## src/rtl/decimal_to_flp_seq.sv

```systemverilog
// decimal_to_flp_seq: packs sign + unsigned fixed-point magnitude into an IEEE-754 single via bit-serial normalise and RNE rounding
module decimal_to_flp_seq #(
   parameter int INT_W  = 24,
   parameter int FRAC_W = 24
) (
   input  logic              clk,
   input  logic              rst_n,
   input  logic              start,
   input  logic              sign_in,
   input  logic [INT_W-1:0]  int_in,
   input  logic [FRAC_W-1:0] frac_in,
   output logic              busy,
   output logic              done,
   output logic [31:0]       flp_out
);
   localparam int N = INT_W + FRAC_W;
   localparam logic [1:0] IDLE = 2'd0, NORM = 2'd1, ROUND = 2'd2, DONE = 2'd3;
   localparam logic [7:0] E_BASE = 8'(126 + INT_W);
   // every bit below the guard position feeds sticky
   localparam logic [N-1:0] LOW = {N{1'b1}} >> 25;
   logic [1:0]   state;
   logic [N-1:0] m;
   logic         sgn;
   logic [7:0]   s;
   logic [22:0]  mant;
   logic         guard, sticky, rnd;
   logic [23:0]  mant_r;
   logic [7:0]   e;
   always_comb begin
      mant   = m[N-2 -: 23];
      guard  = m[N-25];
      sticky = |(m & LOW);
      rnd    = guard & (sticky | mant[0]);
      mant_r = {1'b0, mant} + 24'(rnd);
      e      = E_BASE - s + 8'(mant_r[23]);
   end
   assign busy = state != IDLE;
   assign done = state == DONE;
   always_ff @(posedge clk or negedge rst_n) begin
      if (!rst_n) begin
         state   <= IDLE;
         m       <= '0;
         sgn     <= 1'b0;
         s       <= '0;
         flp_out <= '0;
      end else begin
         case (state)
            IDLE: if (start) begin
               m     <= {int_in, frac_in};
               sgn   <= sign_in;
               s     <= '0;
               state <= NORM;
            end
            NORM: if (m == '0) begin
               flp_out <= '0;
               state   <= DONE;
            end else if (m[N-1]) begin
               state <= ROUND;
            end else begin
               m <= m << 1;
               s <= s + 8'd1;
            end
            ROUND: begin
               flp_out <= {sgn, e, mant_r[22:0]};
               state   <= DONE;
            end
            default: state <= IDLE;
         endcase
      end
   end
endmodule
```

## config.mk

```make
export PLATFORM = sky130hd
export DESIGN_NAME = decimal_to_flp_seq
export DESIGN_NICKNAME = d
export VERILOG_FILES = /design/src/rtl/decimal_to_flp_seq.sv
export SDC_FILE = /design/constraint.sdc
export NUM_CORES = 1
export LEC_CHECK = 0
export CORE_ASPECT_RATIO = 1.25
export CORE_MARGIN = 2
export CORE_UTILIZATION = 24
export DETAILED_ROUTE_END_ITERATION = 8
export PLACE_DENSITY = 0.45
export SETUP_SLACK_MARGIN = 0.2
export SYNTH_ARGS = -nofsm -noshare
export SYNTH_HDL_FRONTEND = slang
export SYNTH_SLANG_ARGS = --single-unit
```

## constraint.sdc

```tcl
create_clock -name clk -period 8.5 [get_ports clk]
set_clock_uncertainty 0.1 [all_clocks]
set_input_delay 2.55 -clock clk [delete_from_list [all_inputs] [get_ports clk]]
set_output_delay 2.55 -clock clk [all_outputs]
set_load 0.01 [all_outputs]
```

### After elaboration in Yosys (flattened, before gate mapping)

Index checks and enable logic that the tools add are counted.
Widths: inputs -> output; s select.

| storage, ports and cells | value |
|---|---|
| flip-flop bits (word level) | 91 |
| latch bits | 0 |
| memory bits (writable) | 0 |
| ROM bits | 0 |
| output and inout bits | 34 |
| memories | 0 |

| operators by class | value |
|---|---|
| $add $sub $neg | 4 |
| multipliers | 0 |
| div/mod/pow operators | 0 |
| $lt $le $gt $ge | 0 |
| equality and inequality tests | 8 |
| shifts and indexed selects | 0 |
| multiplexer cells | 14 |
| bitwise logic cells | 2 |
| reduce and logical (&&, ||, !) cells | 11 |

Operators with widths:

| kind | number |
|---|---|
| $mux 48 | 3 |
| $pmux 48 s2 | 1 |
| $pmux 32 s2 | 1 |
| $logic_not 48->1 | 1 |
| $mux 32 | 1 |
| $add 23x1->24 | 1 |
| $mux 8 | 3 |
| $reduce_or 23->1 | 1 |
| $pmux 8 s2 | 1 |
| $add 8x1->8 | 1 |
| $add 8x1->8 const B | 1 |
| $ne 2x2->1 const B | 4 |
| $sub 8x8->8 const A | 1 |
| $mux 2 | 3 |
| $pmux 2 s3 | 1 |
| $reduce_and 2->1 | 3 |
| $reduce_bool 2->1 | 3 |
| $eq 2x2->1 const B | 2 |
| $reduce_and 4->1 | 1 |
| $ne 3x3->1 const B | 1 |
| $reduce_and 3->1 | 1 |
| $eq 2x1->1 const B | 1 |
| $logic_not 2->1 | 1 |
| $and 1x1->1 | 1 |
| $or 1x1->1 | 1 |

### Longest topological paths before layout

Gate-level depths: netlist (run 1).

| logic depth | value |
|---|---|
| word-level depth | 6 |
| depth in mapped cells | 11 |
| mapped depth without buffers | 10 |

### Worst setup path before layout (run 1)

Ideal clock, no wire load.

| timing | value |
|---|---|
| path kind | input -> register |
| start point | input port start |
| end point | register m[10] |
| arrival time | 3.755 ns |
| data required time | 8.275 ns |
| slack | 4.521 ns |
| stages on the path | 5 |
| path through | nand2b_1 > o21ai_0 > a21oi_2 > buf_6 > mux2_2 |

| between the ends | value |
|---|---|
| longest elaborated chain between the ends | 2 |

RTL lines:

| what | RTL line | RTL |
|---|---|---|
| from (decl) | 8 | `input logic start,` |
| $ne 2x2->1 (no source line) | n/a |  |
| $reduce_and 4->1 (no source line) | n/a |  |
| to (signal assigned) | 49 | `m <= {int_in, frac_in};` |
| to (signal assigned) | 60 | `m <= m << 1;` |
| to (decl) | 22 | `logic [N-1:0] m;` |

No other way between the ends.
A chain may end at the register's enable or synchronous reset.

### Worst setup path in the final report (run 1)

| timing | value |
|---|---|
| start point | input port start |
| end point | register m[2] |

The elaborated chain is that of the path after synthesis.

==> impl_results.md, run 1 <==
* Power per standard cell area at between 300 and 400 nW/um^2
* Layout cells sized above 1 at between 20% and 30%
* Met3 Wirelength at roughly 600 um
* Area Growth Syn to Fin at 25.9%
* R2r endpoint: flp_out[0]$_DFFE_PN0P_
* # diodes at 0
* Final net count at between 600 and 700
* Final hold violations at 0
* Fin crit share at 58.4%
* Post-CTS Hold Buffers at 0
* Post-route antenna net violation count at 0
* Placed cell count at 851
* HPWL after DPL at roughly 10,000 um
* CTS Root Cell: clkbuf_16
* CP Class: in -> reg
* Post-synthesis sequential area ratio at a little over two fifths
* Gp weighted congestion at between 0.7 and 0.8
* Pre-CTS worst setup slack at 3.16 ns
* Switching power share of the total at 39.6%
* Final Instance Count excl. Fillers at approximately 870
* Hold WS at approximately 0.42 ns
* Status: finished clean
* Starting Density at about a quarter
* Placed Area at roughly 6400 sq um
* Worst reg2reg path depth at 6
* Static Leak at approximately 2.6 nW
* Final Power at 2.29 mW
* Final worst slack at about 3.5 ns
* Fin Setup TNS at 0 ns
* Cts repair resizes at 0
* Critical Path Sink Type: flop
* Number of flops mapped to enable cells by yosys at 0
* TritonCTS buffer count at 9
* Max frequency at ~200 MHz
* Number of port buffers at 85
* Die span in x at ~140 um
* Syn_nets at roughly 580
* Worst Tran Pin Value at about 1.0 ns
* Vias per cell at ~4.8
* Mean Syn Cell Area at 10.1 sq um
* Grt total ovfl at 0
* Crit path max fanout at 29
* Starting DRC count in detailed routing at around 150
* Wirelength per Cell at 16.5 um
* P_int at 1.39 mW
* DRT Pass-1 Iters at 4
* Vias at approximately 4,100
* Slew headroom at 31.5%
* Post-synthesis cell type count at between 40 and 50
* CTS tree: built
* Minimum clock period at 4.97 ns
* Worst Setup Start Kind: input pin
* Post-Route M1 WL at 6570 um
* Synth Cell Area at about 5300 sq um
* Finished Core Util at between 30% and 40%
* Core Rows at 60
* Clk pwr share at 17.9%
* Clock slew at reported path FFs at approximately 0.070 ns
* Hold Path Class: reg -> reg
* Final setup violation count at 0
* I/O pins at between 80 and 90
* Post-CTS Setup Inserts at 0
* CTS sink count at between 90 and 100
* H-tree depth at 3
* Chip Height at ~170 um
* GRT Resource Usage Total at about 13%
* Die footprint at roughly 23,000 sq um
* Reg power frac at 36.5%
* CP arrival at a little over 5 ns
* Async set or reset register ratio after synthesis at between 90% and 100%
* Critical Path RT at 8.63 ns
* Comb pwr share at between 40% and 50%
* Critical Path Source: start
* Core ar. at between 20,000 and 25,000 sq um
* Worst R2R Setup Slack at between 5 and 6 ns
* Max Cap Viol at 0
* Vias in the first global route at 4,370
* DRC violations left at 0
* First-pass GRT wire length at 23,400 um
* Largest net degree at the start of global routing at 95
* Fin area at between 6000 and 7000 sq um
* Max-slew violation count at 0
* Sw power at 907 uW
* Top_reg_cell synth: dfrtp_1
* DRT Wirelength at about 14,000 um
* Clock buffer depth at 2
* RSZ-0062 raised after global routing: no
* Worst vdd ir at 0.000142 V
* Initial antenna violation count at 0
* Clock Latency Late Sink at approximately 0.34 ns
* Yosys reg bits at 91
* Highest Signal Layer: met4
* Reg2reg start: state[1]$_DFFE_PN0P_
* Syn Inst Count at approximately 520
* Yosys Warn Count at 0
* Critical Path Sink: m[2]$_DFFE_PN0P_
* Met2 WL at ~7000 um
-- kinds of logic after synthesis --
kind of cell,count (synthesis),synth area share [%]
simple gates,129,13.6
xor+xnor,26,4.30
flops,91,43.0
fa+ha+maj,8,1.89
compound gates,134,19.2
buf+inv,82,6.66
mux,54,11.4
-- synthesized netlist by cell type (2+ instances only) --
master / instances / area [sq um]
clkbuf_1: 32 / 120
nand3_1: 17 / 85.1
o31ai_1: 3 / 22.5
mux2_2: 50 / 563
buf_1: 2 / 7.51
dfrtp_1: 91 / 2280
a21boi_0: 6 / 45.0
o211ai_1: 21 / 158
a211oi_1: 8 / 60.1
nand2_1: 19 / 71.3
nand2b_1: 2 / 12.5
xor2_1: 10 / 87.6
nand4_1: 8 / 50.1
or2_2: 3 / 18.8
a22o_1: 6 / 52.6
a31o_2: 45 / 394
xnor2_1: 16 / 140
o21ai_0: 25 / 125
nor4_1: 14 / 87.6
a21oi_1: 2 / 10.0
nor2_1: 5 / 18.8
inv_1: 37 / 139
and4_1: 3 / 26.3
ha_1: 8 / 100
a31oi_1: 3 / 18.8
nor2b_1: 41 / 257
mux2i_1: 4 / 40.0
a2bb2oi_1: 6 / 52.6
nor3_1: 12 / 60.1
buf_6: 5 / 56.3
buf_2: 6 / 30.0
-- area by class of cell --
class / instances / area [sq um]
inverters: 37 / 139
well taps: 279 / 349
clock inverters: 5 / 60.1
repair buffers: 93 / 908
multi-input cells: 351 / 2700
fillers: 2231 / 14900
flip-flops and latches: 91 / 2280
clock buffers: 11 / 243
-- power groups by stage --
stage | registers [mW] | clock network [mW] | logic (mW)
2_1_floorplan | 0.773 | 0 | 0.781
3_3_place_gp | 0.842 | 0 | 1.03
3_5_place_dp | 0.848 | 0 | 1.06
4_1_cts | 0.840 | 0.428 | 1.06
5_1_grt | 0.868 | 0.443 | 1.16
6_report | 0.836 | 0.411 | 1.05
-- layer usage --
metal  global-route usage, %  up-vias
met5                       0        -
met1                    17.0     2017
met2                    21.3       88
li1                        -     2016
met4                    3.18        0
met3                    2.56       13
-- critical path, cell delays in order --
cell,delay (ns)
clkdlybuf4s50_1,0.48
nand2b_1,0.20
o21ai_0,0.26
a21oi_4,0.72
buf_4,0.49
mux2_2,0.39
-- flip-flops by register name, summed over array words and instances, names as in the netlist --
name     flops
flp_out     32
m           48
s            8
sgn          1
state        2
-- worst min-delay path by stage --
stage / startpoint / end / slack, ns / depth (start not counted)
2_1_floorplan: sgn$_DFFE_PN0P_ / sgn$_DFFE_PN0P_ / 0.38 / 1
3_3_place_gp: sgn$_DFFE_PN0P_ / sgn$_DFFE_PN0P_ / 0.39 / 1
3_5_place_dp: sgn$_DFFE_PN0P_ / sgn$_DFFE_PN0P_ / 0.41 / 1
4_1_cts: sgn$_DFFE_PN0P_ / sgn$_DFFE_PN0P_ / 0.42 / 1
5_1_grt: sgn$_DFFE_PN0P_ / sgn$_DFFE_PN0P_ / 0.44 / 1
6_report: sgn$_DFFE_PN0P_ / sgn$_DFFE_PN0P_ / 0.42 / 1
-- cell usage in the layout (no fill, tap or decap), types with 13 or more instances in the layout --
cell type        Yosys  final
dfrtp_1             91     91
clkdlybuf4s50_1      0     84
mux2_2              50     50
a31o_2              45     45
nor2b_1             41     41
inv_1               37     37
o21ai_0             25     25
o211ai_1            21     21
nand2_1             19     19
nand3_1             17     17
xnor2_1             16     16
nor4_1              14     13
Note: power is estimated with default switching activity, not from simulation.
==> run 2, diff against run 1 <==
- PLACE_DENSITY: 0.45 -> 0.47
- clock period: 8.5 -> 4.25 ns (I/O delays scaled with it)
==> impl_results.md, run 2 (same netlist as run 1, synthesis figures left out) <==
* Static Leak at 2.68 nW (+1.1%)
* Post-CTS Hold Buffers at 0 (unchanged)
* Layout cells sized above 1 at 21.9% (+0.44 points)
* Grt total ovfl at 0 (unchanged)
* Post-route antenna net violation count at 0 (unchanged)
* TritonCTS buffer count at 9 (unchanged)
* Final setup violation count at 0 (unchanged)
* Hold Path Class: reg -> reg
* Power per standard cell area at 696 nW/um^2 (+100%)
* CTS tree: built
* Worst Setup Start Kind: flop
* Reg with most FFs: m
* HPWL after DPL at 10,200 um (+1.8%)
* DRT Wirelength at 14,500 um (+0.98%)
* Post-CTS Setup Inserts at 0 (unchanged)
* Fin crit share at 74.7%
* Clock slew at reported path FFs at 0.06 ns (about the same)
* Crit path max fanout at 5 (-83%)
* Worst Min Path Start: sgn$_DFFE_PN0P_
* Vias per cell at 4.80 (+0.66%)
* DRT Pass-1 Iters at 4 (unchanged)
* Max Cap Viol at 0 (unchanged)
* RSZ-0062 raised after global routing: no
* Reg2reg start: m[5]$_DFFE_PN0P_
* Max FFs per register at 48 (unchanged)
* Clock buffer depth at 2 (unchanged)
* Cts repair resizes at 0 (unchanged)
* Final net count at 646 (+0.47%)
* Multi-input combinational cell area at 2700 sq um (unchanged)
* CTS sink count at 91 (unchanged)
* Vias in the first global route at 4,396 (+0.59%)
* Max frequency at between 300 and 400 MHz
* Wirelength per Cell at 16.7 um (+0.74%)
* Status: finished clean
* Cells along the critical path: inv_1 -> ha_1 -> inv_1 -> clkdlybuf4s50_1
* Initial antenna violation count at 0 (unchanged)
* Filler instances at 2,275 (+2.0%)
* Critical Path RT at 2.87 ns (-5.76 ns)
* Commonest non-fill, non-tap cell in the layout: dfrtp_1
* CP arrival at 1.80 ns (-3.30 ns)
* Starting Density at 24.5% (unchanged)
* Number of port buffers at 85 (unchanged)
* Core ar. at 21,600 sq um (unchanged)
* Area Growth Syn to Fin at 26.8%
* Regs by FF count: m: 48 flops, flp_out: 32 flops, s: 8 flops
* Minimum clock period at 3.17 ns
* # diodes at 0 (unchanged)
* Die footprint at 23,300 sq um (unchanged)
* Max incr delay on CP at 0.54 ns (-0.18 ns)
* Most frequent cells in the layout: dfrtp_1, clkdlybuf4s50_1, mux2_2
* GRT Resource Usage Total at 13.1% (+0.34 points)
* Final hold violations at 0 (unchanged)
* Gp weighted congestion at 0.786 (-1.2%)
* I/O pins at 86 (unchanged)
* Critical Path Sink Type: primary output
* Slowest CP cell: clkdlybuf4s50_1
* Chip Height at 170 um (unchanged)
* First-pass GRT wire length at 23,800 um (+1.7%)
* Slew headroom at 29.9% (-1.5 points)
* Worst Tran Pin Value at 1.05 ns (+0.0229 ns)
* Largest net degree at the start of global routing at 75 (-21%)
* Max-slew violation count at 0 (unchanged)
* Crit-path most repeated cell: inv_1
* Sequential cell area at 2280 sq um (unchanged)
* Worst vdd ir at 0.000256 V (+80%)
* Clock Latency Late Sink at 0.35 ns (about the same)
* CTS Root Cell: clkbuf_16
* Die span in x at 137 um (unchanged)
* Core Rows at 60 (unchanged)
* CP Class: reg -> out
* H-tree depth at 3 (unchanged)
* Fin Setup TNS at 0 ns (unchanged)
* Critical Path Source: state[0]$_DFFE_PN0P_
* DRC violations left at 0 (unchanged)
* Vias at 4,171 (+0.90%)
* Finished Core Util at 31.1% (+0.21 points)
* Starting DRC count in detailed routing at 248 (+71%)
[run 2: cell count changes in the layout (fill, tap and decap cells not counted)]
cell        change
buf_4           +3
bufinv_16       +1
clkbuf_1        -1
clkbuf_8        +1
clkinvlp_4      -1
inv_6           -1
[run 2: cell type report]
class                      count  share of cell area, %
multi-input combinational    351                   40.1
clock inverter                 4                   1.10
sequential                    91                   33.9
tap                          279                   5.20
inverter                      37                   2.07
timing repair buffer          96                   13.9
clock buffer                  11                   3.76
[run 2: critical path: cells and delay by family, from the launching register on]
family / cells / cell delay, ns
buffers and inverters: 3 / 0.74
DFF: 1 / 0.44
adders and majority gates: 1 / 0.27
[run 2: path summary, 6_finish.rpt]
| kind | endpoint | depth (start not counted) | slack (ns) |
|---|---|---|---|
| max | busy | 4 | 1.08 |
| min | sgn$_DFFE_PN0P_ | 1 | 0.41 |
| max reg2reg | flp_out[0]$_DFFE_PN0P_ | 5 | 1.23 |
| min reg2reg | sgn$_DFFE_PN0P_ | 1 | 0.41 |
| max in group asynchronous | flp_out[4]$_DFFE_PN0P_ | 2 | 2.34 |
| min in group asynchronous | m[7]$_DFFE_PN0P_ | 1 | 0.93 |
[run 2: routing by layer]
metal | track usage, % | wire length [um] | part of all wire [%] | vias up
met5 | 0 | 0 | 0 | -
met4 | 4.21 | 209 | 1.4 | 0
met3 | 2.29 | 570 | 3.9 | 14
met2 | 21.2 | 6990 | 48 | 86
met1 | 17.8 | 6710 | 46 | 2049
li1 | - | - | - | 2022
[run 2: per-stage QoR]
stage                     worst slack [ns]  cell area [sq um]  cells  hold slack (ns)  power, mW
after floorplan                       1.38               5300    524            0.380       3.11
after global placement               0.850               6390    854            0.391       3.77
after detailed placement             0.792               6390    854            0.399       3.84
after CTS                             1.07               6720    869            0.414       4.74
after global routing                 0.876               6720    869            0.439       5.04
final                                 1.08               6720    869            0.414       4.68
[run 2: power by group]
part | switching [mW] | leakage [nW] | internal [mW]
clock | 0.343 | 0.162 | 0.544
combinational | 1.06 | 1.38 | 1.07
sequential | 0.418 | 1.14 | 1.24
==> run 3, diff against run 2 <==
- clock period: 4.25 -> 2.66 ns (I/O delays scaled with it)
==> impl_results.md, run 3 (same netlist as run 1, synthesis figures left out) <==
* Vias per cell at 4.82 (+0.44%)
* Clock slew at reported path FFs at 0.07 ns (about the same)
* Worst vdd ir at 0.000418 V (+63%)
* Critical Path RT at 2.80 ns (-0.07 ns)
* Initial antenna violation count at 0 (unchanged)
* Final net count at 692 (+7.1%)
* CP arrival at 2.50 ns (+0.70 ns)
* Slew headroom at 53.8% (+24 points)
* Fin Setup TNS at 0 ns (unchanged)
* CTS Root Cell: clkbuf_16
* Die footprint at 23,300 sq um (unchanged)
* Static Leak at 2.97 nW (+11%)
* Minimum clock period at roughly 2.4 ns
* Number of port buffers at 85 (unchanged)
* Comb pwr share at 50.9% (+5.4 points)
* CTS sink count at 91 (unchanged)
* Critical Path Source: m[1]$_DFFE_PN0P_
* Largest net degree at the start of global routing at 46 (-39%)
* Placed Area at 6710 sq um (+5.0%)
* HPWL after DPL at 11,100 um (+8.4%)
* Post-route antenna net violation count at 0 (unchanged)
* Pre-CTS worst setup slack at -0.0113 ns (-0.803 ns)
* Starting DRC count in detailed routing at 223 (-10%)
* Grt total ovfl at 0 (unchanged)
* Max frequency at 423 MHz
* H-tree depth at 3 (unchanged)
* I/O pins at 86 (unchanged)
* Worst Setup Start Kind: flop
* Reg power frac at 31.4% (-4.1 points)
* RSZ-0062 raised after global routing: yes
* DRT Wirelength at 15,200 um (+4.7%)
* Starting Density at 24.5% (unchanged)
* Max Cap Viol at 0 (unchanged)
* Wirelength per Cell at 16.6 um (-0.64%)
* Max-slew violation count at 0 (unchanged)
* Clock Latency Late Sink at 0.35 ns (about the same)
* CTS tree: built
* Vias in the first global route at 4,651 (+5.8%)
* Final Instance Count excl. Fillers at 916 (+5.4%)
* Fin area at 7210 sq um (+7.2%)
* Crit path max fanout at 29 (+24)
* Critical Path Sink Type: flop
* DRT Pass-1 Iters at 4 (unchanged)
* Clk pwr share at 17.8% (-1.2 points)
* Clock buffer depth at 2 (unchanged)
* Sw power at 3.10 mW (+70%)
* P_int at 4.94 mW (+73%)
* Vias at 4,416 (+5.9%)
* Reg with most FFs: m
* Critical Path Sink: m[43]$_DFFE_PN0P_
* CP Class: reg -> reg
* Reg2reg start: m[1]$_DFFE_PN0P_
* Core Rows at 60 (unchanged)
* Worst Tran Pin Value at 0.691 ns (-0.360 ns)
* Commonest non-fill, non-tap cell in the layout: dfrtp_1
* GRT Resource Usage Total at 13.6% (+0.50 points)
* TritonCTS buffer count at 9 (unchanged)
* Status: finished clean
* R2r endpoint: m[43]$_DFFE_PN0P_
* First-pass GRT wire length at 24,800 um (+4.2%)
* # diodes at 0 (unchanged)
* Hold Path Class: in -> async
* Switching power share of the total at 38.5% (-0.33 points)
* Finished Core Util at 33.3% (+2.3 points)
* Power per standard cell area at 1120 nW/um^2 (+60%)
* Layout cells sized above 1 at 30.0% (+8.1 points)
* DRC violations left at 0 (unchanged)
* Max FFs per register at 48 (unchanged)
* Worst R2R Setup Slack at 0.30 ns (-0.93 ns)
* Final hold violations at 0 (unchanged)
* Regs by FF count: m: 48 flops, flp_out: 32 flops, s: 8 flops
* Die span in x at 137 um (unchanged)
* Core ar. at 21,600 sq um (unchanged)
* Chip Height at 170 um (unchanged)
* Most frequent cells in the layout: dfrtp_1, clkdlybuf4s50_1, buf_4
* Fin crit share at a little under 90%
* Final worst slack at 0.296 ns (-0.780 ns)
* Worst reg2reg path depth at 9 (+4)
* Placed cell count at 890 (+4.2%)
* Final setup violation count at 0 (unchanged)
* Gp weighted congestion at 0.785 (-0.11%)
* Area Growth Syn to Fin at 36.0%
* Hold WS at 0.284 ns (-0.129 ns)
* Final Power at 8.04 mW (+72%)
* Filler instances at 2,190 (-3.7%)
* Post-CTS Hold Buffers at 0 (unchanged)
[run 3: changes by cell type in the layout (fill, tap and decap cells not counted), sizes merged]
cell and delta:
dlygate4sd2 +1, clkbuf -2, dlymetal6s2s +1, inv +3, buf +46, clkdlybuf4s50 -2
[run 3: timing repair]
item                       4_1_cts  5_1_grt
resized for setup                4       22
hold endpoints to repair         0        0
pin swaps                        1        4
buffers inserted                 4        6
setup endpoints to repair       12       77
[run 3: area by class of cell]
class	count	area (sq um)	share of cell area, %
multi-input combinational	351	2780	38.5
sequential	91	2280	31.7
timing repair buffer	142	1340	18.6
tap	279	349	4.84
clock buffer	9	225	3.13
inverter	37	139	1.93
clock inverter	7	98.8	1.37
[run 3: worst max-delay path: stages, from the launching register on]
cell     delay, ns
dfrtp_1       0.41
nor4_2        0.28
buf_4         0.16
nand4_1       0.12
buf_4         0.18
o41ai_2       0.26
buf_4         0.18
a21oi_4       0.07
buf_12        0.18
mux2_2        0.29
[run 3: metal layers]
metal	routed length [um]	track usage (%)	part of all wire, %
met1	6960	18.1	46
met2	7260	22.1	48
met3	600	2.62	4.0
met4	337	4.71	2.2
met5	0	0	0
[run 3: power groups by stage]
| stage | clock network [mW] | logic (mW) | registers (mW) |
|---|---|---|---|
| 3_3_place_gp | 0 | 3.91 | 2.52 |
| 6_report | 1.43 | 4.09 | 2.52 |
| 5_1_grt | 1.51 | 4.49 | 2.61 |
| 4_1_cts | 1.47 | 4.06 | 2.50 |
| 2_1_floorplan | 0 | 2.51 | 2.47 |
| 3_5_place_dp | 0 | 4.00 | 2.54 |
[run 3: worst min-delay path by stage]
stage | startpoint | endpoint | slack (ns) | cells after the start
floorplan | sgn$_DFFE_PN0P_ | sgn$_DFFE_PN0P_ | 0.38 | 1
global placement | sgn$_DFFE_PN0P_ | sgn$_DFFE_PN0P_ | 0.39 | 1
detailed placement | sgn$_DFFE_PN0P_ | sgn$_DFFE_PN0P_ | 0.40 | 1
CTS | rst_n | m[8]$_DFFE_PN0P_ | 0.29 | 1
global route | rst_n | m[8]$_DFFE_PN0P_ | 0.31 | 1
finish | rst_n | m[8]$_DFFE_PN0P_ | 0.28 | 1
